File: src/rtl/riscv_pkg.sv
// Shared fetch-stage definitions: IF/ID control codes and fetch FSM states.
package riscv_pkg;

  localparam logic [1:0] CTRL_LOAD  = 2'b00;
  localparam logic [1:0] CTRL_HOLD  = 2'b01;
  localparam logic [1:0] CTRL_FLUSH = 2'b11;

  // state   | meaning
  // IDLE    | first cycle out of reset, nothing in flight
  // REQ     | issuing a fetch at pc
  // WAIT    | one request outstanding, waiting for rvalid
  // HOLD    | fetched word parked in the buffer while decode stalls
  // DISCARD | stale request outstanding after a redirect, drop its response
  typedef enum logic [2:0] {
    IDLE    = 3'd0,
    REQ     = 3'd1,
    WAIT    = 3'd2,
    HOLD    = 3'd3,
    DISCARD = 3'd4
  } fetch_state_t;

endpackage

File: src/rtl/fetch_unit_if.sv
// Instruction memory request/response bus between fetch and imem.
interface fetch_unit_if #(parameter int XLEN = 32);
  logic            imem_req;
  logic [XLEN-1:0] imem_addr;
  logic            imem_rvalid;
  logic [XLEN-1:0] imem_rdata;

  modport master (output imem_req, output imem_addr,
                  input  imem_rvalid, input imem_rdata);
  modport slave  (input  imem_req, input imem_addr,
                  output imem_rvalid, output imem_rdata);
endinterface

File: src/rtl/fetch_buf.sv
// One-entry instruction buffer holding a word fetched while decode stalls.
module fetch_buf #(
  parameter int XLEN = 32
) (
  input  logic            clk,
  input  logic            rst_n,
  input  logic            load_i,
  input  logic            clear_i,
  input  logic [XLEN-1:0] data_i,
  output logic [XLEN-1:0] data_o
);

  logic [XLEN-1:0] data_q;

  // Clear wins over load so a redirect always drops the parked word.
  always_ff @(posedge clk or negedge rst_n) begin
    if (!rst_n)       data_q <= '0;
    else if (clear_i) data_q <= '0;
    else if (load_i)  data_q <= data_i;
  end

  assign data_o = data_q;

endmodule

File: src/rtl/fetch_unit.sv
// Instruction fetch: one outstanding imem request, stall buffering, redirect flush.
module fetch_unit
  import riscv_pkg::*;
#(
  parameter int              XLEN     = 32,
  parameter logic [XLEN-1:0] RESET_PC = '0
) (
  input  logic            clk,
  input  logic            rst_n,
  fetch_unit_if.master    imem,
  input  logic            stall_i,
  input  logic            redirect_valid,
  input  logic [XLEN-1:0] redirect_pc,
  output logic [XLEN-1:0] if_pc,
  output logic [XLEN-1:0] if_instr,
  output logic [1:0]      if_ctrl
);

  fetch_state_t    state_q, state_d;
  logic [XLEN-1:0] pc_q, pc_d;
  logic            buf_load, buf_clear;
  logic [XLEN-1:0] buf_data;
  logic            in_flight;

  fetch_buf #(.XLEN(XLEN)) u_buf (
    .clk     (clk),
    .rst_n   (rst_n),
    .load_i  (buf_load),
    .clear_i (buf_clear),
    .data_i  (imem.imem_rdata),
    .data_o  (buf_data)
  );

  // A request issued this cycle or still unanswered means a stale response will arrive.
  assign in_flight = (state_q == REQ) ||
                     ((state_q == WAIT || state_q == DISCARD) && !imem.imem_rvalid);

  // Next-state, pc update and IF/ID presentation; redirect > stall > valid word.
  always_comb begin
    state_d   = state_q;
    pc_d      = pc_q;
    buf_load  = 1'b0;
    buf_clear = 1'b0;
    if_instr  = buf_data;
    if_ctrl   = stall_i ? CTRL_HOLD : CTRL_FLUSH;
    if (redirect_valid) begin
      if_ctrl   = CTRL_FLUSH;
      pc_d      = redirect_pc & ~XLEN'(3);
      buf_clear = 1'b1;
      state_d   = in_flight ? DISCARD : REQ;
    end else begin
      case (state_q)
        IDLE: state_d = REQ;
        REQ:  state_d = WAIT;
        WAIT: begin
          if (imem.imem_rvalid) begin
            if (stall_i) begin
              buf_load = 1'b1;
              state_d  = HOLD;
            end else begin
              if_ctrl  = CTRL_LOAD;
              if_instr = imem.imem_rdata;
              pc_d     = pc_q + XLEN'(4);
              state_d  = REQ;
            end
          end
        end
        HOLD: begin
          if (!stall_i) begin
            if_ctrl = CTRL_LOAD;
            pc_d    = pc_q + XLEN'(4);
            state_d = REQ;
          end
        end
        DISCARD: if (imem.imem_rvalid) state_d = REQ;
        default: state_d = IDLE;
      endcase
    end
  end

  // State and program counter registers.
  always_ff @(posedge clk or negedge rst_n) begin
    if (!rst_n) begin
      state_q <= IDLE;
      pc_q    <= RESET_PC;
    end else begin
      state_q <= state_d;
      pc_q    <= pc_d;
    end
  end

  assign imem.imem_req  = (state_q == REQ);
  assign imem.imem_addr = pc_q;
  assign if_pc          = pc_q;

endmodule
File: src/flat_wrapper.sv
// flat-port wrapper written by rule: the top's interface ports become plain ports
module fetch_unit_flat import riscv_pkg::*;
#(
  parameter int              XLEN     = 32,
  parameter logic [XLEN-1:0] RESET_PC = '0
)
  (clk, rst_n, stall_i, redirect_valid, redirect_pc, if_pc, if_instr, if_ctrl, imem_imem_req, imem_imem_addr, imem_imem_rvalid, imem_imem_rdata);
  fetch_unit_if #(.XLEN(XLEN)) imem_i ();
  input  logic clk;
  input  logic rst_n;
  input  logic stall_i;
  input  logic redirect_valid;
  input  logic [XLEN-1:0] redirect_pc;
  output logic [XLEN-1:0] if_pc;
  output logic [XLEN-1:0] if_instr;
  output logic [1:0] if_ctrl;
  output wire logic [$bits(imem_i.imem_req)-1:0] imem_imem_req;
  output wire logic [$bits(imem_i.imem_addr)-1:0] imem_imem_addr;
  input wire logic [$bits(imem_i.imem_rvalid)-1:0] imem_imem_rvalid;
  input wire logic [$bits(imem_i.imem_rdata)-1:0] imem_imem_rdata;
  assign imem_imem_req = imem_i.imem_req;
  assign imem_imem_addr = imem_i.imem_addr;
  assign imem_i.imem_rvalid = imem_imem_rvalid;
  assign imem_i.imem_rdata = imem_imem_rdata;
  fetch_unit #(.XLEN(XLEN), .RESET_PC(RESET_PC)) u_core (.clk(clk), .rst_n(rst_n), .imem(imem_i), .stall_i(stall_i), .redirect_valid(redirect_valid), .redirect_pc(redirect_pc), .if_pc(if_pc), .if_instr(if_instr), .if_ctrl(if_ctrl));
endmodule
File: config.mk
export PLATFORM = sky130hd
export DESIGN_NAME = fetch_unit_flat
export DESIGN_NICKNAME = d
export VERILOG_FILES = /design/src/rtl/riscv_pkg.sv /design/src/rtl/fetch_unit_if.sv /design/src/rtl/fetch_buf.sv /design/src/rtl/fetch_unit.sv /design/src/flat_wrapper.sv
export SDC_FILE = /design/constraint.sdc
export NUM_CORES = 1
export LEC_CHECK = 0
export ABC_AREA = 1
export BUFFER_PORTS_ARGS = -buffer_cell sky130_fd_sc_hd__buf_2
export CAP_MARGIN = 10
export CORE_ASPECT_RATIO = 0.7
export CORE_MARGIN = 2
export CORE_UTILIZATION = 34
export DETAILED_ROUTE_END_ITERATION = 6
export PLACE_DENSITY = 0.59
export SLEW_MARGIN = 10
export SYNTH_ARGS = -nofsm -noshare
export SYNTH_HDL_FRONTEND = slang
export SYNTH_HIERARCHICAL = 1
export SYNTH_SLANG_ARGS = --single-unit
File: constraint.sdc
create_clock -name clk -period 2 [get_ports clk]
set_input_delay 0.3 -clock clk [delete_from_list [all_inputs] [get_ports clk]]
set_output_delay 0.3 -clock clk [all_outputs]
set_load 0.03 [all_outputs]
Word-level counts from Yosys, hierarchy flattened
Index checks and enable logic that the tools add are counted.
{"block": "word_totals", "register_bits": 67, "in_bits": 69, "out_inout_bits": 99, "word_cells": 47}
{"block": "op_classes", "addsub": 1, "eq_ne": 7, "mux": 27, "n_reduce_logical": 9}
{"cell": "2-to-1 mux 32 bit", "count": 9}
{"cell": "one-hot mux 32 bit (2 select lines)", "count": 1}
{"cell": "adder 32 x 3 -> 32 bit (second input constant)", "count": 1}
{"cell": "2-to-1 mux 3 bit", "count": 5}
{"cell": "one-hot mux 3 bit (5 select lines)", "count": 1}
{"cell": "2-to-1 mux 2 bit", "count": 5}
{"cell": "!= test 3 bit (second input constant)", "count": 3}
{"cell": "== test 3 x 2 -> 1 bit (second input constant)", "count": 2}
{"cell": "2-to-1 mux 1 bit", "count": 5}
{"cell": "one-hot mux 2 bit (2 select lines)", "count": 1}
{"cell": "== test 3 x 1 -> 1 bit (second input constant)", "count": 1}
{"cell": "== test 3 bit (second input constant)", "count": 1}
{"cell": "logical NOT 3 bit", "count": 1}
{"cell": "AND reduction 3 bit", "count": 1}
{"cell": "nonzero test 3 bit", "count": 1}
{"cell": "logical OR 1 bit", "count": 2}
{"cell": "AND reduction 2 bit", "count": 1}
{"cell": "nonzero test 2 bit", "count": 1}
{"cell": "logical AND 1 bit", "count": 1}
{"cell": "logical NOT 1 bit", "count": 1}

Logic depth before layout (Yosys ltp)
Gate-level depths: netlist of the first run.
{"block": "logic_depth", "word_depth": 6, "depth_mapped": 11, "depth_no_buf": 11}

Cells and area by module
The synthesis of the first run kept the hierarchy.
{"mod": "fetch_unit", "instances": 1, "cells_per_inst": 516, "area_each_um2": 3221.8}
{"mod": "fetch_buf", "instances": 1, "cells_per_inst": 140, "area_each_um2": 1351.3}

Least setup slack after synthesis of the first run
No wires, ideal clock.
{"block": "synth_timing", "kind": "register to output", "from": "register u_core.state_q[0]", "to": "output port if_instr[10]", "t_arrival_ps": 1456, "required_ps": 1700, "setup_slack_ps": 244, "path_stages_with_launch": 7, "path_cell_list": "dfrtp_1 > inv_1 > nand3_1 > or3_1 > buf_6 > buf_6 > o21ai_2"}
{"block": "synth_between", "elab_chain_len": 3}
{"element": "start, declared", "line": "fetch_unit.sv:19", "source": "fetch_state_t state_q, state_d;"}
{"element": "start signal, assigned", "line": "fetch_unit.sv:87", "source": "state_q <= state_d;"}
{"element": "== test 3 x 2 -> 1 bit", "line": "fetch_unit.sv:52", "source": "case (state_q)"}
{"element": "2-to-1 mux 32 bit", "line": "fetch_unit.sv:52"}
{"element": "2-to-1 mux 32 bit", "line": "fetch_unit.sv:46", "source": "if (redirect_valid) begin"}
{"element": "end, declared", "line": "flat_wrapper.sv:15", "source": "output logic [XLEN-1:0] if_instr;"}
Every way passes these cells.

Final worst setup path of the first run
{"block": "layout_timing", "from": "register u_core.state_q[2]", "to": "output port if_instr[17]"}
Same word-level chain as after synthesis.

==> impl_metrics.py, run 1 <==
metrics = {
    "critical_path": {
        "worst-path-buf-inv": 3,
        "cp_cell_sequence": "inv_2 > nand3_2 > or3_4 > clkbuf_16 > o21ai_2 > buf_6",
        "slowest_delay_ps": 450,
        "crit_cells": 6,
        "cp-end-kind": "primary output",
        "cp_top_family": "simple AND/OR/NAND/NOR gates",
        "critPathKind": "reg -> out",
        "r2r_cells": 10,
        "slowest_stage": "or3_4",
        "crit_required_ps": 1700,
        "cp.arrival_ps": 1820,
        "cp_max_fo": 8,
        "cp-start-kind": "register",
    },
    "worst_hold_path": {
        "min_path_cells": 3,
        "hold_class": "in -> reg",
    },
    "timing": {
        "max_freq_mhz": 471,
        "rsz0062_at_grt": "true",
        "clock_skew_ps": 5.21,
        "finalSetupViolCount": 32,
        "timing.final.ws_setup_ps": -125,
        "fin_tns_setup_ps": -2950,
        "drv_slew": 0,
        "finalHoldViolations": 0,
        "fin_crit_ps": 2120,
        "holdWs_ps": 186,
        "finalCritPeriodShare_pct": 106,
    },
    "global_route": {
        "grt_pass1_vias": 4039,
        "antenna_found_initial": 0,
        "grt_max_degree": 66,
        "grt_overflow_total": 0,
        "grt_pass1_wl_um": 21700,
        "gr-usage-all-layers_pct": 19.5,
    },
    "floorplan": {
        "fp.dieW_um": 143,
        "io_pins": 168,
        "initial_core_util_pct": 34.8,
        "die_h_um": 101,
        "core_mm2": 0.0131,
        "row_count": 35,
        "dieArea_mm2": 0.0144,
    },
    "cts": {
        "cts_root_buffer": "clkbuf_16",
        "cts_tree": "done",
        "clk_pin_slew_worst_paths_ps": 60,
        "clkSinkCount": 65,
        "htreeDepth": 3,
        "clkLatencyLatePin_ps": 330,
        "clockBufferDepth": 2,
        "cts_buffers": 9,
    },
    "power_and_ir_drop": {
        "p_per_area_mw_per_mm2": 870,
        "irDropWorstVdd_v": 0.000533,
        "power_mw": 5.18,
        "leakagePower_nw": 3.16,
    },
    "run_status": {
        "failed_checks": "negative setup slack",
        "status": "finished with violations",
    },
    "route": {
        "via_count": 4611,
        "antenna_left": 0,
        "wire_per_inst_um": 15.0,
        "first_iter_violations": 313,
        "drc_errors": 0,
        "dr.pass1.iters": 5,
        "wirelength_um": 14500,
        "vias_per_cell": 4.78,
    },
    "synth": {
        "synth_top_cell_area_share_pct": 35.6,
        "synth_seq_cells": 65,
        "ys_async_sr_fraction_pct": 100,
        "synth_most_common_cell": "nand2_1",
        "ys_top_cells_by_area": "dfrtp_1 (36%), nand2_1 (20%), nand3_1 (7.6%)",
        "synth_area_leader_cell": "dfrtp_1",
        "ys.flop_type": "dfrtp_1",
        "yosysSeqAreaShare_pct": 35.6,
        "avgSynthCellArea_um2": 6.97,
        "synth.cell_area_mm2": 0.00457,
        "yosysWarningCount": 6,
        "synth_commonest_cells": "nand2_1 (245), nand3_1 (69), dfrtp_1 (65), inv_1 (62), nor2_1 (58)",
        "synth_edf_count": 0,
        "synth_cells": 656,
        "ys_types": 35,
    },
    "cells_and_area": {
        "antenna_cells": 0,
        "area_growth_pct": 30.2,
        "post-route-util_pct": 45.3,
        "final_nets": 864,
        "drive_above_1_share_pct": 32.4,
    },
    "placed_design": {
        "gp_congestion": 0.907,
        "place_ws_ps": 60.3,
        "port_buffers": 161,
        "hpwl_um": 10000,
    },
    "job": {
        "maxCapViolCount": 0,
    },
}
layout by cell type, fill, tap and decap left out, types with 3 or more instances in the layout:
| cell | n |
|---|---|
| nand3_1 | 68 |
| inv_1 | 61 |
| nand2_1 | 237 |
| buf_2 | 129 |
| dfrtp_1 | 64 |
| nor2_1 | 57 |
| o21ai_0 | 12 |
| o21bai_1 | 4 |
| a21oi_1 | 3 |
| o211ai_1 | 6 |
| nand3_2 | 7 |
| xnor2_1 | 4 |
| buf_6 | 24 |
| o21ai_4 | 4 |
| buf_12 | 3 |
| nand4_1 | 4 |
| xor2_1 | 6 |
| conb_1 | 4 |
| buf_4 | 22 |
| inv_2 | 5 |
| nand2_2 | 10 |
| clkbuf_16 | 12 |
| o21ai_2 | 28 |
final cells by class:
class,count,area (um^2)
clock buffer,11,243
clock inverter,5,78.8
fill,1357,7180
inverter,67,254
multi-input combinational,468,2290
sequential,65,1630
tap,166,208
timing repair buffer,183,1250
cell families (layout without fill, tap and decap cells):
kind of cell	Yosys count	after routing	synth area share [%]
other	1	4	0.0820
XOR/XNOR	10	10	1.92
adder cells (fa/ha/maj)	1	1	0.274
flip-flops	65	65	35.6
AO/OA/AOI/OAI	60	60	9.88
AND/OR/NAND/NOR	393	393	36.2
buffers and inverters	126	266	16.1
power breakdown:
| part | internal, mW | leakage, nW | switching [mW] |
|---|---|---|---|
| sequential | 1.46 | 0.843 | 0.231 |
| combinational | 0.573 | 2.16 | 1.22 |
| clock | 1.12 | 0.159 | 0.573 |
| total | 3.16 | 3.16 | 2.03 |
sequential cells by signal, indices dropped and copies added, names as in the netlist:
register / flops
u_core/u_buf/data_o: 32
u_core/if_pc: 30
u_core/state_q: 3
worst register-to-register path, cell delays in order (launching register included):
cell	delay (ps)
dfrtp_1	460
ha_1	260
nand2_1	80
nor2_1	180
nand3_1	260
nor2_1	150
nand2_1	60
nand2_1	60
nand2_1	60
nand2_1	70
nand2_1	40
routing by layer:
| layer | routed length [um] | global-route usage (%) | part of all wire (%) | vias to the layer above |
|---|---|---|---|---|
| li1 | - | - | - | 2301 |
| met1 | 7300 | 30.0 | 50 | 2140 |
| met2 | 6100 | 27.6 | 42 | 160 |
| met3 | 985 | 4.23 | 6.8 | 10 |
| met4 | 128 | 4.34 | 0.88 | 0 |
| met5 | 0 | 0 | 0 | - |
path summary, 6_finish.rpt:
path                            slack [ps]                            endpoint                                from
worst max-delay path                  -120                        if_instr[17]       u_core/state_q[2]$_DFFE_PN0P_
worst min-delay path                   190        u_core/if_pc[21]$_DFFE_PN0P_                     redirect_pc[21]
worst max register to register         210        u_core/if_pc[20]$_DFFE_PN0P_         u_core/if_pc[3]$_DFFE_PN0P_
worst min register to register         470  u_core/u_buf/data_o[0]$_DFFE_PN0P_  u_core/u_buf/data_o[0]$_DFFE_PN0P_
max in group asynchronous             1170        u_core/if_pc[26]$_DFFE_PN0P_                               rst_n
min in group asynchronous              500        u_core/if_pc[30]$_DFFE_PN0P_                               rst_n
per-stage QoR:
stage	instance area, um^2	std cells
after detailed placement	5260	940
after CTS	5710	958
after global placement	5260	940
after global routing	5950	965
after floorplan	4580	659
final	5950	965
timing repair:
item                                    CTS  global route
pin swaps                                 0             0
hold buffers                              1             0
resized for setup                        39            35
setup buffers                             0             2
gates cloned                              1             5
endpoints found under the hold margin     1             0
endpoints found under the setup margin   32            35
Power figures use the tool's default switching activity.
==> inputs of run 2 (changes only) <==
--- a/config.mk
+++ b/config.mk
@@ -10,9 +10,10 @@
 export CAP_MARGIN = 10
 export CORE_ASPECT_RATIO = 0.7
 export CORE_MARGIN = 2
-export CORE_UTILIZATION = 34
+export CORE_UTILIZATION = 51
 export DETAILED_ROUTE_END_ITERATION = 6
-export PLACE_DENSITY = 0.59
+export PLACE_DENSITY = 0.82
+export SETUP_SLACK_MARGIN = 0.3
 export SLEW_MARGIN = 10
 export SYNTH_ARGS = -nofsm -noshare
 export SYNTH_HDL_FRONTEND = slang
==> run 2 against run 1 <==
Net effect:
- the run still ends with negative setup slack left
- global-route usage increased by 8.1 points
- first-iteration DRC count is 110% higher
- clock power decreased by 5%
- clock skew is 2.7 ps higher
- critical endpoint is now if_instr[19]
- highest routed layer unchanged
==> impl_metrics.py, run 2 (synthesis results as in run 1) <==
metrics = {
    "run_status": {
        "status": "finished with violations",
        "failed_checks": "negative setup slack",
    },
    "critical_path": {
        "slowest_stage": "or3_4",
        "r2r-start": "u_core/state_q[2]$_DFFE_PN0P_",
        "cp.arrival_ps": 1920,
        "r2r_setup_slack_ps": 190,
        "r2r_end": "u_core/u_buf/data_o[16]$_DFFE_PN0P_",
        "startpoint": "u_core/state_q[2]$_DFFE_PN0P_",
        "crit_required_ps": 1700,
        "cp_cell_sequence": "inv_2 > nand3_2 > or3_4 > clkbuf_16 > o21ai_2 > buf_6",
        "cp-start-kind": "register",
        "slowest_delay_ps": 470,
        "r2r_cells": 11,
        "critPathKind": "reg -> out",
        "cp_max_fo": 8,
        "cp-end-kind": "primary output",
        "crit_end": "if_instr[19]",
    },
    "global_route": {
        "grt_overflow_total": 0,
        "antenna_found_initial": 1,
        "grt_max_degree": 66,
        "gr-usage-all-layers_pct": 27.6,
        "grt_pass1_wl_um": 21400,
        "grt_pass1_vias": 4475,
    },
    "cells_and_area": {
        "post-route-util_pct": 74.9,
        "fill_cells": 648,
        "area_growth_pct": 40.6,
        "largest_reg_flops": 32,
        "mostFrequentLayoutCells": "nand2_1 (210), buf_2 (126), nand3_1 (66), dfrtp_1 (62), inv_1 (59)",
        "final_cell_count_no_fill": 936,
        "drive_above_1_share_pct": 38.4,
        "layout_commonest_cell": "nand2_1",
        "final_nets": 882,
    },
    "placed_design": {
        "gp_congestion": 0.971,
        "port_buffers": 161,
        "hpwl_um": 9210,
        "dp.cells": 890,
    },
    "timing": {
        "clock_skew_ps": 7.92,
        "timing.final.ws_setup_ps": -217,
        "finalHoldViolations": 0,
        "drv_slew": 0,
        "fin_crit_ps": 2220,
        "rsz0062_at_grt": "true",
        "maxSlewHeadroom_pct": 57.9,
        "finalSetupViolCount": 32,
        "worst_slew_pin_slew_ps": 630,
        "finalCritPeriodShare_pct": 111,
        "max_freq_mhz": 451,
    },
    "cts": {
        "clkLatencyLatePin_ps": 330,
        "htreeDepth": 3,
        "cts_root_buffer": "clkbuf_16",
        "cts_tree": "done",
        "clkSinkCount": 65,
        "cts_buffers": 9,
        "clockBufferDepth": 2,
        "clk_pin_slew_worst_paths_ps": 50,
    },
    "power_and_ir_drop": {
        "power_frac_comb_pct": 38.9,
        "clock_power_share_pct": 29.8,
        "p_int_mw": 3.23,
        "leakagePower_nw": 3.31,
        "p_per_area_mw_per_mm2": 840,
        "power_mw": 5.40,
        "irDropWorstVdd_v": 0.000758,
        "power_switching_mw": 2.17,
        "pwr-share-seq_pct": 31.3,
        "switching_share_pct": 40.2,
    },
    "floorplan": {
        "core_mm2": 0.00858,
        "io_pins": 168,
        "initial_core_util_pct": 53.3,
        "row_count": 28,
        "fp.dieW_um": 117,
        "dieArea_mm2": 0.00975,
        "die_h_um": 83.2,
    },
    "route": {
        "wirelength_um": 15800,
        "first_iter_violations": 647,
        "wire_per_inst_um": 16.9,
        "drc_errors": 0,
        "vias_per_cell": 5.47,
        "dr.pass1.iters": 6,
        "antenna_left": 0,
        "via_count": 5117,
    },
    "job": {
        "maxCapViolCount": 0,
    },
    "worst_hold_path": {
        "hold_class": "in -> reg",
    },
}
[run 2: cell types whose count changed in the layout (fill, tap and decap cells not counted), sizes merged]
cell,change
buf,+11
clkbuf,+3
nor2,+3
clkinv,-2
bufinv,-1
clkinvlp,+1
diode,+1
inv,+1
[run 2: how the worst min path moves through the flow]
| stage | startpoint | endpoint | slack [ps] | depth (start not counted) |
|---|---|---|---|---|
| 2_1_floorplan | rst_n | u_core/if_pc[10]$_DFFE_PN0P_ | 4 | 0 |
| 3_3_place_gp | rst_n | u_core/if_pc[28]$_DFFE_PN0P_ | 340 | 2 |
| 3_5_place_dp | rst_n | u_core/if_pc[14]$_DFFE_PN0P_ | 350 | 2 |
| 4_1_cts | redirect_pc[17] | u_core/if_pc[17]$_DFFE_PN0P_ | 180 | 3 |
| 5_1_grt | redirect_pc[21] | u_core/if_pc[21]$_DFFE_PN0P_ | 190 | 3 |
| 6_report | redirect_pc[11] | u_core/if_pc[11]$_DFFE_PN0P_ | 190 | 3 |
[run 2: per-stage QoR]
stage | TNS (ps) | worst slack (ps) | area [um^2] | hold WS, ps
2_1_floorplan | 0 | 244 | 4600 | 4.41
3_3_place_gp | 0 | 89.1 | 5180 | 344
3_5_place_dp | 0 | 45.5 | 5180 | 345
4_1_cts | -3450 | -129 | 5820 | 180
5_1_grt | -6590 | -251 | 6430 | 191
6_report | -5110 | -217 | 6430 | 187
[run 2: power by group through the flow]
stage / logic, mW / clock network [mW] / registers, mW
3_5_place_dp: 1.64 / 0 / 1.70
3_3_place_gp: 1.60 / 0 / 1.69
5_1_grt: 2.23 / 1.69 / 1.71
2_1_floorplan: 1.09 / 0 / 1.85
6_report: 2.10 / 1.61 / 1.69
4_1_cts: 1.81 / 1.63 / 1.67
[run 2: layer usage]
metal / GRT usage (%) / routed length [um] / vias up
met4: 8.45 / 403 / 0
met3: 5.69 / 1530 / 49
met2: 41.7 / 7210 / 345
met5: 0 / 0 / -
li1: - / - / 2344
met1: 39.5 / 6700 / 2379
[run 2: worst max-delay path, delay by kind of cell, from the launching register on]
kind / cells / cell delay [ps]
buffers and inverters: 3 / 460
and+or+nand+nor: 2 / 540
AOI/OAI and AO/OA: 1 / 170
DFF: 1 / 400
[run 2: final cells by class]
class,instances,area [um^2],area share (%)
timing repair buffer,196,1450,22.6
clock buffer,12,267,4.15
antenna,1,2.50,0.0389
tap,120,150,2.34
inverter,67,267,4.15
sequential,65,1630,25.4
clock inverter,2,37.5,0.584
multi-input combinational,471,2610,40.6
timing repair inverter,2,17.5,0.272
[run 2: timing repair]
| item | 4_1_cts | 5_1_grt |
|---|---|---|
| pin swaps | 2 | 41 |
| gates resized for setup | 66 | 96 |
| setup buffers | 6 | 11 |
| setup endpoints to repair | 36 | 59 |
| cloned | 3 | 10 |
| hold buffers | 1 | 0 |
| hold endpoints to repair | 2 | 0 |
